==> config.mk <==
export PLATFORM = sky130hd
export DESIGN_NAME = gen_arb_rr_hold_top
export DESIGN_NICKNAME = d
export VERILOG_FILES = /design/src/rtl/gen_arb_rr_hold_top.sv
export SDC_FILE = /design/constraint.sdc
export NUM_CORES = 1
export LEC_CHECK = 0
export ABC_AREA = 1
export BUFFER_PORTS_ARGS = -buffer_cell sky130_fd_sc_hd__buf_2
export CORE_MARGIN = 1.5
export CORE_UTILIZATION = 53
export CTS_CLUSTER_DIAMETER = 80
export CTS_CLUSTER_SIZE = 28
export DETAILED_ROUTE_END_ITERATION = 7
export GPL_TIMING_DRIVEN = 1
export PLACE_DENSITY = 0.89
export SYNTH_ARGS = -nofsm -noshare
export SYNTH_HDL_FRONTEND = slang
export SYNTH_SLANG_ARGS = --single-unit
==> constraint.sdc <==
create_clock -name clk -period 3.92 [get_ports clk]
set_input_delay 0 -clock clk [delete_from_list [all_inputs] [get_ports clk]]
set_output_delay 0 -clock clk [all_outputs]
set_load 0.03 [all_outputs]
==> src/rtl/gen_arb_rr_hold_top.sv <==
// gen_arb_rr_hold_top: round-robin arbiter with held grants and an optional hold limit.
//
// A grant is held until its owner releases it, drops its request, or has held
// it for MAX_HOLD cycles. On release the priority pointer moves to the slot
// after the holder and the next grant is issued in the same edge, so there is
// no idle cycle between holders.
//
// Parameters:
//   WID      - number of requesters (2..64)
//   MAX_HOLD - maximum consecutive grant cycles; 0 disables the limit
// Ports:
//   clk      - clock, rising edge
//   rst      - synchronous active-high reset
//   rqsts    - per-requester request levels
//   rels     - per-requester release pulses (only the holder's bit is used)
//   grnts    - registered one-hot grant (or zero)
//   grnt_vld - registered, high when grnts is non-zero
//   grnt_idx - registered index of the granted requester, 0 when idle
//   tout     - registered one-cycle pulse after a forced release
module gen_arb_rr_hold_top #(
  parameter int unsigned WID      = 16,
  parameter int unsigned MAX_HOLD = 16
) (
  input  logic                     clk,
  input  logic                     rst,
  input  logic [WID-1:0]           rqsts,
  input  logic [WID-1:0]           rels,
  output logic [WID-1:0]           grnts,
  output logic                     grnt_vld,
  output logic [$clog2(WID)-1:0]   grnt_idx,
  output logic                     tout
);

  localparam int unsigned IW  = $clog2(WID);
  localparam int unsigned HW  = (MAX_HOLD > 0) ? $clog2(MAX_HOLD + 1) : 1;
  localparam int unsigned LIM = (MAX_HOLD > 0) ? MAX_HOLD - 1 : 0;

  typedef enum logic {IDLE, BUSY} state_t;

  state_t        state;
  logic [IW-1:0] ptr;
  logic [HW-1:0] hold_cnt;

  logic [IW-1:0] g_next;
  logic [IW-1:0] arb_base;
  logic [IW-1:0] arb_idx;
  logic          arb_hit;
  logic          holder_req;
  logic          forced;
  logic          release_ev;

  // Slot after the current holder: the pointer value after a release.
  always_comb begin
    g_next = '0;
    if (grnt_idx != IW'(WID - 1)) begin
      g_next = grnt_idx + 1'b1;
    end
  end

  always_comb begin
    holder_req = rqsts[grnt_idx];
    forced     = 1'b0;
    if (MAX_HOLD > 0) begin
      // Forced only when no voluntary release coincides with the limit.
      forced = (hold_cnt == HW'(LIM)) && holder_req && !rels[grnt_idx];
    end
    release_ev = rels[grnt_idx] || !holder_req || forced;
  end

  // While busy, arbitrate from the slot after the holder so the outcome is
  // ready in the release cycle; the holder naturally lands at lowest priority.
  always_comb begin
    arb_base = (state == BUSY) ? g_next : ptr;
  end

  always_comb begin
    int unsigned   k;
    logic [IW-1:0] idx_v;
    arb_hit = 1'b0;
    arb_idx = '0;
    for (int unsigned i = 0; i < WID; i++) begin
      k = 32'(arb_base) + i;
      if (k >= WID) begin
        k = k - WID;
      end
      idx_v = IW'(k);
      if (!arb_hit && rqsts[idx_v]) begin
        arb_hit = 1'b1;
        arb_idx = idx_v;
      end
    end
  end

  always_ff @(posedge clk) begin
    if (rst) begin
      state    <= IDLE;
      ptr      <= '0;
      hold_cnt <= '0;
      grnts    <= '0;
      grnt_vld <= 1'b0;
      grnt_idx <= '0;
      tout     <= 1'b0;
    end else begin
      case (state)
        IDLE: begin
          tout <= 1'b0;
          if (arb_hit) begin
            state    <= BUSY;
            grnts    <= WID'(1) << arb_idx;
            grnt_vld <= 1'b1;
            grnt_idx <= arb_idx;
            hold_cnt <= '0;
          end
        end
        BUSY: begin
          tout <= forced;
          if (release_ev) begin
            ptr      <= g_next;
            hold_cnt <= '0;
            if (arb_hit) begin
              grnts    <= WID'(1) << arb_idx;
              grnt_vld <= 1'b1;
              grnt_idx <= arb_idx;
            end else begin
              state    <= IDLE;
              grnts    <= '0;
              grnt_vld <= 1'b0;
              grnt_idx <= '0;
            end
          end else begin
            hold_cnt <= hold_cnt + 1'b1;
          end
        end
        default: begin
          state <= IDLE;
        end
      endcase
    end
  end

endmodule

==> impl_summary.log <==
[metrics] status: finished with violations
[metrics] violations in the final reports: negative setup slack
[metrics] maximum number of pins on one net before global-route repair: 29
[metrics] Post-Layout Cell Count: 845
[metrics] number of hold violations in the final report: 0
[metrics] largest cells by area after synthesis: sky130_fd_sc_hd__nand3_1 (17%), sky130_fd_sc_hd__dfxtp_1 (17%), sky130_fd_sc_hd__nand2_1 (17%), sky130_fd_sc_hd__inv_1 (6.5%), sky130_fd_sc_hd__nor2_1 (5.4%)
[metrics] mean area per synthesized cell: 5.95 um^2
[metrics] chip width: 88.3 um
[metrics] number of buffers created by CTS: 5
[metrics] final setup fails: 1
[metrics] Post-Route Hold Slack: 0.177 ns
[metrics] detail-routed net length per standard cell: 16.6 um
[metrics] CTS sink count: 32
[metrics] commonest cells after routing, fill and taps aside: sky130_fd_sc_hd__nand2_1 (166), sky130_fd_sc_hd__nand3_1 (116), sky130_fd_sc_hd__inv_1 (65), sky130_fd_sc_hd__nor2_1 (55), sky130_fd_sc_hd__buf_2 (55)
[metrics] effective utilization at floorplan: 0.559
[metrics] total routing resource utilization after global routing: 0.323
[metrics] core region area: 0.00691 mm^2
[metrics] Finished Core Util: 0.731
[metrics] area share of the leading cell type in the synthesized netlist: 0.173
[metrics] clock share of power: 0.059
[metrics] worst vdd rail ir drop: 586 uV
[metrics] endpoint class of the critical path: flip-flop
[metrics] post-synth top area cell: sky130_fd_sc_hd__nand3_1
[metrics] Antenna Cells: 0
[metrics] warning count from the yosys run: 0
[metrics] total number of H-tree levels: 2
[metrics] number of I/O pins: 56
[metrics] cells along the critical path: ha_4 -> or2_4 -> o21ai_4 -> inv_4 -> ha_4 -> nand3_1 -> nand2_8 -> nand3_1 -> o21a_1 -> inv_1 -> o21ai_0 -> inv_1 -> nand3_1 -> nand2_1 -> inv_1 -> nand2_1 -> nand2_1 -> nand2_4 -> nor2_2 -> nand2_1 -> a21oi_1
[metrics] largest incremental delay on the critical path: 0.69 ns
[metrics] mapped cell area: 0.00386 mm^2
[metrics] setup repair after global routing missed its margin: yes
[metrics] latest clock arrival within the worst-skew pair: 0.30 ns
[metrics] Detail Placement HPWL: 9.62 mm
[metrics] weighted congestion reported at the end of routability-driven placement: 1.03
[metrics] Switching Fraction: 0.596
[metrics] Power Dens Cells: 916 mW/mm^2
[metrics] Vias per Instance: 5.95
[metrics] floorplan die area: 0.00780 mm^2
[metrics] f_max: 254 MHz
[metrics] CTS Root Buffer Type: sky130_fd_sc_hd__clkbuf_8
[metrics] most common cell after layout, fill and taps aside: sky130_fd_sc_hd__nand2_1
[metrics] classification of the worst setup path: flip-flop to flip-flop
[metrics] arrival time of data at the critical path endpoint: 4.16 ns
[metrics] worst-path maximum fanout: 10
[metrics] initial antenna violation count: 0
[metrics] post-route setup slack: -0.0218 ns
[metrics] Register-to-Register Path Depth: 21
[metrics] leakage power summed over all cells: 0.00250 uW
[metrics] Synth cell types: 45
[metrics] critical path's slowest cell: sky130_fd_sc_hd__o21ai_0
[metrics] HP Start: rst
[metrics] area growth from synthesis to layout: 30.9%
[metrics] detailed-routing iteration count for the pre-antenna-repair pass: 8
[metrics] total vias in the final route: 5029
[metrics] number of routed nets with antenna violations: 0
[metrics] Worst Hold Path EP: grnt_idx[3]
[metrics] critical path required time: 4.14 ns
[metrics] total nets after synthesis: 692
[metrics] RR Startpoint: grnt_idx[1]
[metrics] final wirelength: 14.0 mm
[metrics] Max Transition Viols Final: 0
[metrics] setup slack on the worst flop-to-flop path: -0.02 ns
[metrics] portion of the clock cycle consumed by the worst path in the final layout: 1.01
[metrics] synthesized netlist cell count: 648
[metrics] filler cell count: 538
[metrics] portion of the post-synthesis area used by sequential elements: 0.166
[metrics] Hold Buf Count CTS: 0
[metrics] height of the chip: 88.3 um
[metrics] Pint: 1870 uW
[metrics] most frequent CP cell: sky130_fd_sc_hd__nand2_1
[metrics] Port Buffers: 55
[metrics] largest clock skew in the final design: 0.0121 ns
[metrics] number of DRC markers after the initial detailed-route iteration: 581
[metrics] clock slew seen by the registers of the worst setup and hold paths: 0.07 ns
[metrics] power share of the sequential group: 0.103
[metrics] measured slew at the worst slew-check pin: 0.872 ns
[metrics] switching power of the nets: 2760 uW
[metrics] remaining global-route overflow: 0
[metrics] portion of total power attributed to combinational logic: 0.838
[metrics] Hold/Removal Path Class: input port to flip-flop
[metrics] worst r2r dst: grnts[3]
[metrics] worst hold stages: 2
[metrics] clock tree from TritonCTS: built
[metrics] post-layout net count: 792
[metrics] maximum capacitance violations: 0
[metrics] overall power after layout: 4620 uW
[metrics] placed cell count: 813
[metrics] fraction of layout cells with a size suffix above 1: 0.298
[metrics] DR DRC count: 0
[metrics] vias in the first global route: 4319
[metrics] kind of start point of the critical path: flip-flop
[metrics] flop and latch count out of synthesis: 32
[metrics] worst-case clock buffer depth: 2
[metrics] Slew Limit Headroom: 0.412
[metrics] Site Rows: 30
[metrics] Min Clock Period, post-route: 3.94 ns
[metrics] first-pass GRT wire length: 19.8 mm
==> registers in the layout (all words and copies together), names as in the netlist <==
register  cells
state         1
grnt_idx      4
tout          1
hold_cnt      5
grnt_vld      1
ptr           4
grnts        16
==> through the flow <==
step                worst slack [ns]  setup TNS (ns)  instance area (um^2)
finish                       -0.0218         -0.0218                  5050
floorplan                      0.102               0                  3860
global placement               0.104               0                  4370
global route                  -0.238           -3.06                  5050
detailed placement           -0.0444          -0.190                  4370
CTS                          0.00732               0                  4490
==> final cells by class <==
| type | count | area, um^2 | area share |
|---|---|---|---|
| inverters | 74 | 289 | 0.0572 |
| clock inverters | 1 | 7.51 | 0.00149 |
| well taps | 96 | 120 | 0.0238 |
| clock buffers | 7 | 86.3 | 0.0171 |
| repair buffers | 112 | 763 | 0.151 |
| flip-flops and latches | 32 | 648 | 0.128 |
| multi-input cells | 523 | 3140 | 0.621 |
==> power groups by stage <==
stage / combinational (uW) / sequential (uW) / clock (uW)
final: 3870 / 477 / 274
after global routing: 4130 / 481 / 290
after CTS: 3120 / 465 / 273
after detailed placement: 3070 / 470 / 0
after global placement: 3020 / 466 / 0
after floorplan: 2130 / 583 / 0
==> synthesized netlist by cell type (all sizes together) <==
master     n
nand2    185
nand3    147
inv       72
nor2      69
dfxtp     32
a21oi     31
nand4     20
o21ai     19
buf       15
ha        10
nor3       8
xor2       6
clkbuf     5
or2        5
a31oi      4
nor4       4
o31ai      3
xnor2      3
a2111oi    2
a211oi     2
clkinv     2
o21a       2
a21boi     1
and3       1
==> what timing repair did <==
action,4_1_cts,5_1_grt
gates cloned,1,0
setup buffers,0,23
endpoints found under the hold margin,0,0
resized for setup,4,73
pin swaps,1,33
endpoints found under the setup margin,10,25
==> kinds of logic after synthesis <==
kind of cell    Yosys count  synth area share
xor+xnor                  9            0.0243
compound gates           64            0.0973
fa+ha+maj                10            0.0324
simple gates            439             0.567
flops                    32             0.166
buf+inv                  94             0.113
==> worst max-delay path by stage <==
stage                     start         to  slack (ns)  depth (start not counted)
floorplan           grnt_idx[0]   grnts[1]        0.10                         25
global placement    grnt_idx[0]   grnts[0]        0.10                         25
detailed placement  grnt_idx[0]   grnts[0]       -0.04                         22
CTS                 grnt_idx[0]   grnts[9]       0.007                         26
global route        grnt_idx[0]  grnts[13]       -0.24                         27
finish              grnt_idx[1]   grnts[3]       -0.02                         21
==> metal layers <==
| layer | GRT usage | vias up | part of all wire |
|---|---|---|---|
| met5 | 0 | - | 0 |
| met4 | 0.128 | 0 | 0.044 |
| met3 | 0.0476 | 76 | 0.095 |
| met2 | 0.541 | 311 | 0.48 |
| met1 | 0.419 | 2284 | 0.38 |
| li1 | - | 2358 | - |
==> critical path, delay by kind of cell, from the launching register on <==
| family | cells | cell delay (ns) |
|---|---|---|
| and+or+nand+nor | 11 | 1.49 |
| buffers and inverters | 4 | 0.49 |
| adders and majority gates | 2 | 0.43 |
| AOI/OAI and AO/OA | 4 | 1.08 |
| DFF | 1 | 0.34 |
(Power assumes the default switching activity.)
